==> config.mk <==
export PLATFORM = sky130hd
export DESIGN_NAME = ex_mem_pipe
export DESIGN_NICKNAME = d
export VERILOG_FILES = /design/src/rtl/ex_mem_pipe.sv
export SDC_FILE = /design/constraint.sdc
export NUM_CORES = 1
export LEC_CHECK = 0
export CELL_PAD_IN_SITES_DETAIL_PLACEMENT = 1
export CELL_PAD_IN_SITES_GLOBAL_PLACEMENT = 1
export CORE_MARGIN = 10
export CORE_UTILIZATION = 27
export DETAILED_ROUTE_END_ITERATION = 8
export PLACE_DENSITY_LB_ADDON = 0.25
export SKIP_LAST_GASP = 1
export SLEW_MARGIN = 30
export SYNTH_ARGS = -nofsm -noshare
export SYNTH_HDL_FRONTEND = slang
export SYNTH_SLANG_ARGS = --single-unit
==> constraint.sdc <==
create_clock -name CLK -period 1.4 [get_ports CLK]
set_input_delay 0.28 -clock CLK [delete_from_list [all_inputs] [get_ports CLK]]
set_output_delay 0.28 -clock CLK [all_outputs]
set_load 0.02 [all_outputs]
==> src/rtl/ex_mem_pipe.sv <==
// EX/MEM pipeline register with a small access tracker: holds one captured instruction,
// issues its data-memory request once, and stalls upstream until the access completes.
module ex_mem_pipe #(
  parameter int DW = 32
) (
  input  logic          CLK,
  input  logic          nRST,
  input  logic          en,
  input  logic          flush,
  input  logic          ex_valid,
  input  logic          ex_regWEN,
  input  logic [4:0]    ex_regtbw,
  input  logic          ex_memtoReg,
  input  logic          ex_dREN,
  input  logic          ex_dWEN,
  input  logic          ex_halt,
  input  logic [DW-1:0] ex_alu_out,
  input  logic [DW-1:0] ex_store_data,
  input  logic [DW-1:0] ex_npc,
  input  logic          dhit,
  input  logic [DW-1:0] dmemload,
  output logic          ex_mem_regWEN,
  output logic [4:0]    ex_mem_regtbw,
  output logic [DW-1:0] ex_mem_fwd_data,
  output logic          dmemREN,
  output logic          dmemWEN,
  output logic [DW-1:0] dmemaddr,
  output logic [DW-1:0] dmemstore,
  output logic          mem_valid,
  output logic          mem_memtoReg,
  output logic          mem_halt,
  output logic [DW-1:0] mem_npc,
  output logic [DW-1:0] mem_rdata,
  output logic          mem_busy
);

  typedef enum logic [1:0] {
    IDLE = 2'd0,
    REQ  = 2'd1,
    DONE = 2'd2
  } state_t;

  state_t          state_reg, state_next;
  logic            valid_reg, valid_next;
  logic            regwen_reg, regwen_next;
  logic [4:0]      regtbw_reg, regtbw_next;
  logic            memtoreg_reg, memtoreg_next;
  logic            dren_reg, dren_next;
  logic            dwen_reg, dwen_next;
  logic            halt_reg, halt_next;
  logic [DW-1:0]   alu_reg, alu_next;
  logic [DW-1:0]   store_reg, store_next;
  logic [DW-1:0]   npc_reg, npc_next;
  logic [DW-1:0]   rdata_reg, rdata_next;

  logic            in_req;
  logic            completing;
  logic            advance;

  assign in_req     = (state_reg == REQ);
  assign completing = in_req && dhit;
  // A pending access blocks advance until its dhit, so it is never aborted or duplicated.
  assign advance    = en && (!in_req || dhit);

  always_ff @(posedge CLK or negedge nRST) begin
    if (!nRST) begin
      state_reg    <= IDLE;
      valid_reg    <= 1'b0;
      regwen_reg   <= 1'b0;
      regtbw_reg   <= '0;
      memtoreg_reg <= 1'b0;
      dren_reg     <= 1'b0;
      dwen_reg     <= 1'b0;
      halt_reg     <= 1'b0;
      alu_reg      <= '0;
      store_reg    <= '0;
      npc_reg      <= '0;
      rdata_reg    <= '0;
    end else begin
      state_reg    <= state_next;
      valid_reg    <= valid_next;
      regwen_reg   <= regwen_next;
      regtbw_reg   <= regtbw_next;
      memtoreg_reg <= memtoreg_next;
      dren_reg     <= dren_next;
      dwen_reg     <= dwen_next;
      halt_reg     <= halt_next;
      alu_reg      <= alu_next;
      store_reg    <= store_next;
      npc_reg      <= npc_next;
      rdata_reg    <= rdata_next;
    end
  end

  always_comb begin
    state_next    = state_reg;
    valid_next    = valid_reg;
    regwen_next   = regwen_reg;
    regtbw_next   = regtbw_reg;
    memtoreg_next = memtoreg_reg;
    dren_next     = dren_reg;
    dwen_next     = dwen_reg;
    halt_next     = halt_reg;
    alu_next      = alu_reg;
    store_next    = store_reg;
    npc_next      = npc_reg;
    rdata_next    = rdata_reg;

    // Load data is latched on completion even when the next instruction enters on the same edge.
    if (completing && dren_reg) begin
      rdata_next = dmemload;
    end

    if (advance) begin
      if (flush) begin
        state_next    = IDLE;
        valid_next    = 1'b0;
        regwen_next   = 1'b0;
        regtbw_next   = '0;
        memtoreg_next = 1'b0;
        dren_next     = 1'b0;
        dwen_next     = 1'b0;
        halt_next     = 1'b0;
        alu_next      = '0;
        store_next    = '0;
        npc_next      = '0;
      end else begin
        state_next    = (ex_valid && (ex_dREN || ex_dWEN)) ? REQ : IDLE;
        valid_next    = ex_valid;
        regwen_next   = ex_regWEN;
        regtbw_next   = ex_regtbw;
        memtoreg_next = ex_memtoReg;
        dren_next     = ex_dREN;
        dwen_next     = ex_dWEN;
        halt_next     = ex_halt;
        alu_next      = ex_alu_out;
        store_next    = ex_store_data;
        npc_next      = ex_npc;
      end
    end else if (completing) begin
      state_next = DONE;
    end
  end

  assign dmemREN         = in_req && dren_reg;
  assign dmemWEN         = in_req && dwen_reg;
  assign dmemaddr        = alu_reg;
  assign dmemstore       = store_reg;
  assign mem_busy        = in_req && !dhit;

  assign ex_mem_regWEN   = regwen_reg && valid_reg;
  assign ex_mem_regtbw   = valid_reg ? regtbw_reg : 5'd0;
  assign ex_mem_fwd_data = alu_reg;

  assign mem_valid       = valid_reg;
  assign mem_memtoReg    = memtoreg_reg;
  assign mem_halt        = halt_reg;
  assign mem_npc         = npc_reg;
  assign mem_rdata       = rdata_reg;

endmodule

Word-level counts from Yosys, hierarchy flattened

Index checks and enable logic that the tools add are counted.

Logic and storage cells: 41
Output and inout bits: 172
Input port bits: 144
Register bits after elaboration: 141

Multiplexer cells: 15
Reduce and logical (&&, ||, !) cells: 13
Equality and inequality tests: 1

Operator list:

| operator             | number |
|---|---|
| $mux W32             | 3 |
| $mux W5              | 2 |
| $logic_and A1 B1 Y1  | 8 |
| $mux W1              | 8 |
| $mux W2              | 2 |
| $eq A2 B1 Y1 const B | 1 |
| $logic_not A1 Y1     | 2 |
| $logic_or A1 B1 Y1   | 2 |
| $reduce_bool A2 Y1   | 1 |

Longest topological paths before layout

Word-level depth: 5
Gate-level depth with buffers: 7
Mapped depth without buffers: 3

Worst setup path before layout

Ideal clock, no wire load.

Path type: register to register
Start: register state_reg[0]
End: register alu_reg[0], in the netlist dmemaddr[0]
Setup time: 139 ps
Cell stages (with the launch flop): 8
Data arrival time: 1312 ps
Setup slack: -51 ps
Clock period less this slack: 1451 ps
Cell sequence: dfrtp_1 > nor3b_2 > buf_2 > nand2b_1 > buf_4 > buf_6 > buf_6 > o2bb2ai_1

Word-level cells in the longest chain between the ends: 4

Ends and longest elaborated chain:

| what                     | line | text |
|---|---|---|
| start: declaration       | 43   | `state_t state_reg, state_next;` |
| start signal: assignment | 80   | `state_reg <= state_next;` |
| $eq A2 B1 Y1             | 60   | `assign in_req = (state_reg == REQ);` |
| $logic_not A1 Y1         | 63   | `assign advance = en && (!in_req \|\| dhit);` |
| $logic_or A1 B1 Y1       | 63   |  |
| $logic_and A1 B1 Y1      | 63   |  |
| end signal: assignment   | 88   | `alu_reg <= alu_next;` |
| end: declaration         | 51   | `logic [DW-1:0] alu_reg, alu_next;` |

No other way between the ends.
A chain may end at the register's enable or synchronous reset.

Worst setup path after layout

Start: register state_reg[0]
End: output dmemWEN

Word-level cells in the longest chain between the ends: 2

Ends and longest elaborated chain:

| what                | line | text |
|---|---|---|
| $eq A2 B1 Y1        | 60   |  |
| $logic_and A1 B1 Y1 | 146  | `assign dmemWEN = in_req && dwen_reg;` |
| end: declaration    | 26   | `output logic dmemWEN,` |

No other way between the ends.

==> results.toml <==
[sta]
clock.fmax_mhz = 585
maxSlewHeadroom_pct = 72.6
finalSetupViolCount = 149
period_share_pct = 122
fin_tns_setup_ns = -29.95
finalHoldViolCount = 0
worst_slew_pin_slew_ns = 0.412
slew_violations = 0
rsz0062_at_grt = "true"
fin_ws_ns = -0.309
clock_skew_ns = 0.0147
fin_crit_ns = 1.71

[clocking]
clk_pin_slew_ns = 0.06
cts_tree = "done"
cts.path.max_buffers = 2
cts_buffers = 17
numClockSinks = 141
insertion_delay_ns = 0.42
root_buffer = "clkbuf_16"
cts.htree.levels = 4

[worst_setup_path]
critPathLaunch = "state_reg[0]"
worstSetupEndpoint = "dmemWEN"
crit_arrival_ns = 1.43
required_ns = 1.12
critPathCaptureType = "primary output"
startpoint_type = "flop"
r2r-end = "mem_valid"
crit_fanout = 2
r2r_cells = 6
reg2reg_from = "state_reg[1]"
worstSetupPathType = "reg -> out"
rrSetupSlack_ns = -0.31

[run_status]
status = "finished with violations"
violations = "negative setup slack"

[power_and_ir_drop]
switching_power_w = 0.00458
p_seq_share_pct = 36.9
pwr-share-clk_pct = 31.5
p_per_area_mw_per_mm2 = 1180
leakage_nw = 5.03
sw_frac_of_total_pct = 32.9
irDropWorstVdd_uv = 775
p_int_w = 0.00935
p_comb_share_pct = 31.6

[drt]
drc = 0
routed-via-count = 5609
via_per_inst = 5.00
drt_first_pass_iters = 4
dr.first_iter.drc_count = 247
drt-total-wl_um = 29600
ant_nets = 0
avgRoutedWirePerCell_um = 26.4

[place]
io_buffers = 315
dp.final_hpwl_um = 17700
gp_congestion = 0.745
dpl.cell_count = 1028
placed_area_sq_mm = 0.00961

[run]
drv_cap = 0

[cells_and_area]
nNetsFinal = 967
area_growth_pct = 88.9
final_area_sq_mm = 0.0118
instances_no_fill = 1122
drive_gt1_share_pct = 52.8

[synth]
syn_avg_cell_area_sq_um = 12.8
ys_seq_elements = 141
syn_area_sq_mm = 0.00622
synth_warnings = 0
yosys.cell_types.count = 19
synth.net_count = 631
syn_inst = 487
synth_seq_area_share_pct = 56.7

[grt]
overflow = 0
grt_pass1_vias = 6413
grt_pass1_wl_um = 42800
grt_start_max_net_pins = 55
antenna_found_initial = 2
grt_usage_pct = 19.5

[die]
die_h_um = 172
dieArea_sq_mm = 0.0295
rows = 55
design.core.area_sq_mm = 0.0226
start_util_pct = 27.5
pin_count = 316
die_w_um = 172

[min_path]
hold_path_class = "in -> reg"
==> cells in the final DEF (no fill, tap or decap), drive strengths merged, types with 2 or more instances in the layout <==
cell / synthesis / routed
and2: 8 / 8
buf: 53 / 191
clkbuf: 29 / 36
clkdlybuf4s15: 0 / 51
clkdlybuf4s50: 0 / 140
clkinv: 0 / 4
clkinvlp: 0 / 4
dfrtp: 141 / 141
inv: 1 / 4
mux2: 33 / 33
nand3b: 106 / 106
nor2b: 2 / 2
o21ai: 2 / 2
o2bb2ai: 106 / 106
==> worst min-delay path by stage <==
stage / startpoint / to / slack (ns) / depth (start not counted)
after global placement: nRST / dmemstore[29] / 0.22 / 1
after detailed placement: nRST / dmemaddr[10] / 0.22 / 1
after floorplan: nRST / dmemaddr[0] / -0.02 / 0
after global routing: en / dren_reg / 0.23 / 3
final: en / state_reg[0] / 0.23 / 3
after CTS: en / dren_reg / 0.21 / 3
==> Yosys cell counts (all sizes together) <==
cell type	number	area share [%]
nor2	1	0.060
nor3b	1	0.20
nand3b	106	13
nand3	1	0.080
inv	1	0.060
buf	53	6.1
nand2b	1	0.10
a21oi	1	0.080
dfrtp	141	57
clkbuf	29	1.7
and2	8	0.80
nor2b	2	0.20
o2bb2ai	106	15
mux2	33	6.0
a31oi	1	0.10
o21ai	2	0.16
==> worst max-delay path, stage by stage (launching register included) <==
cell	delay, ns
dfrtp_1	0.39
buf_6	0.12
nor2b_4	0.12
buf_6	0.11
and2_4	0.14
buf_6	0.13
==> power by group through the flow <==
stage	Sequential [W]	Clock, W	Combinational, W
after global placement	0.00510	0	0.00395
after floorplan	0.00582	0	0.00108
after detailed placement	0.00514	0	0.00401
after CTS	0.00514	0.00448	0.00459
after global routing	0.00522	0.00468	0.00465
final	0.00514	0.00439	0.00440
==> through the flow <==
stage / hold WS (ns) / utilization, % / setup WS [ns] / total power, W
floorplan: -0.0156 / - / -0.0157 / 0.00690
global placement: 0.219 / 42.5 / -0.657 / 0.00905
detailed placement: 0.223 / 42.5 / -0.665 / 0.00915
CTS: 0.212 / 53.8 / -0.346 / 0.0142
global route: 0.234 / 51.9 / -0.386 / 0.0146
finish: 0.227 / 51.9 / -0.309 / 0.0139
==> cell families after synthesis <==
logic type / Yosys count / share of synthesized area (%)
flops: 141 / 56.7
simple gates: 120 / 14.2
buf+inv: 83 / 7.86
compound gates: 110 / 15.3
mux: 33 / 5.97
==> area by class of cell <==
class / instances / area, sq um
clock buffers: 20 / 437
flip-flops and latches: 141 / 3530
diodes: 1 / 2.50
repair buffers: 399 / 4150
clock inverters: 12 / 114
inverters: 1 / 3.75
fillers: 2257 / 10900
multi-input cells: 263 / 3160
well taps: 285 / 357
==> metal layers <==
| metal | share of wire (%) | GRT usage (%) | wire length (um) |
|---|---|---|---|
| met1 | 37 | 21.1 | 10900 |
| met2 | 51 | 34.3 | 15000 |
| met3 | 10 | 8.66 | 3080 |
| met4 | 2.1 | 4.65 | 611 |
| met5 | 0.044 | 0 | 13 |
==> what timing repair did <==
item                                    4_1_cts  5_1_grt
gates resized for setup                     696      150
hold buffers                                  1        0
gates cloned                                 28        2
endpoints found under the hold margin        33        0
endpoints found under the setup margin      311      256
setup buffers                                23       22
pin swaps                                    37        4
Note: power is estimated with default switching activity, not from simulation.
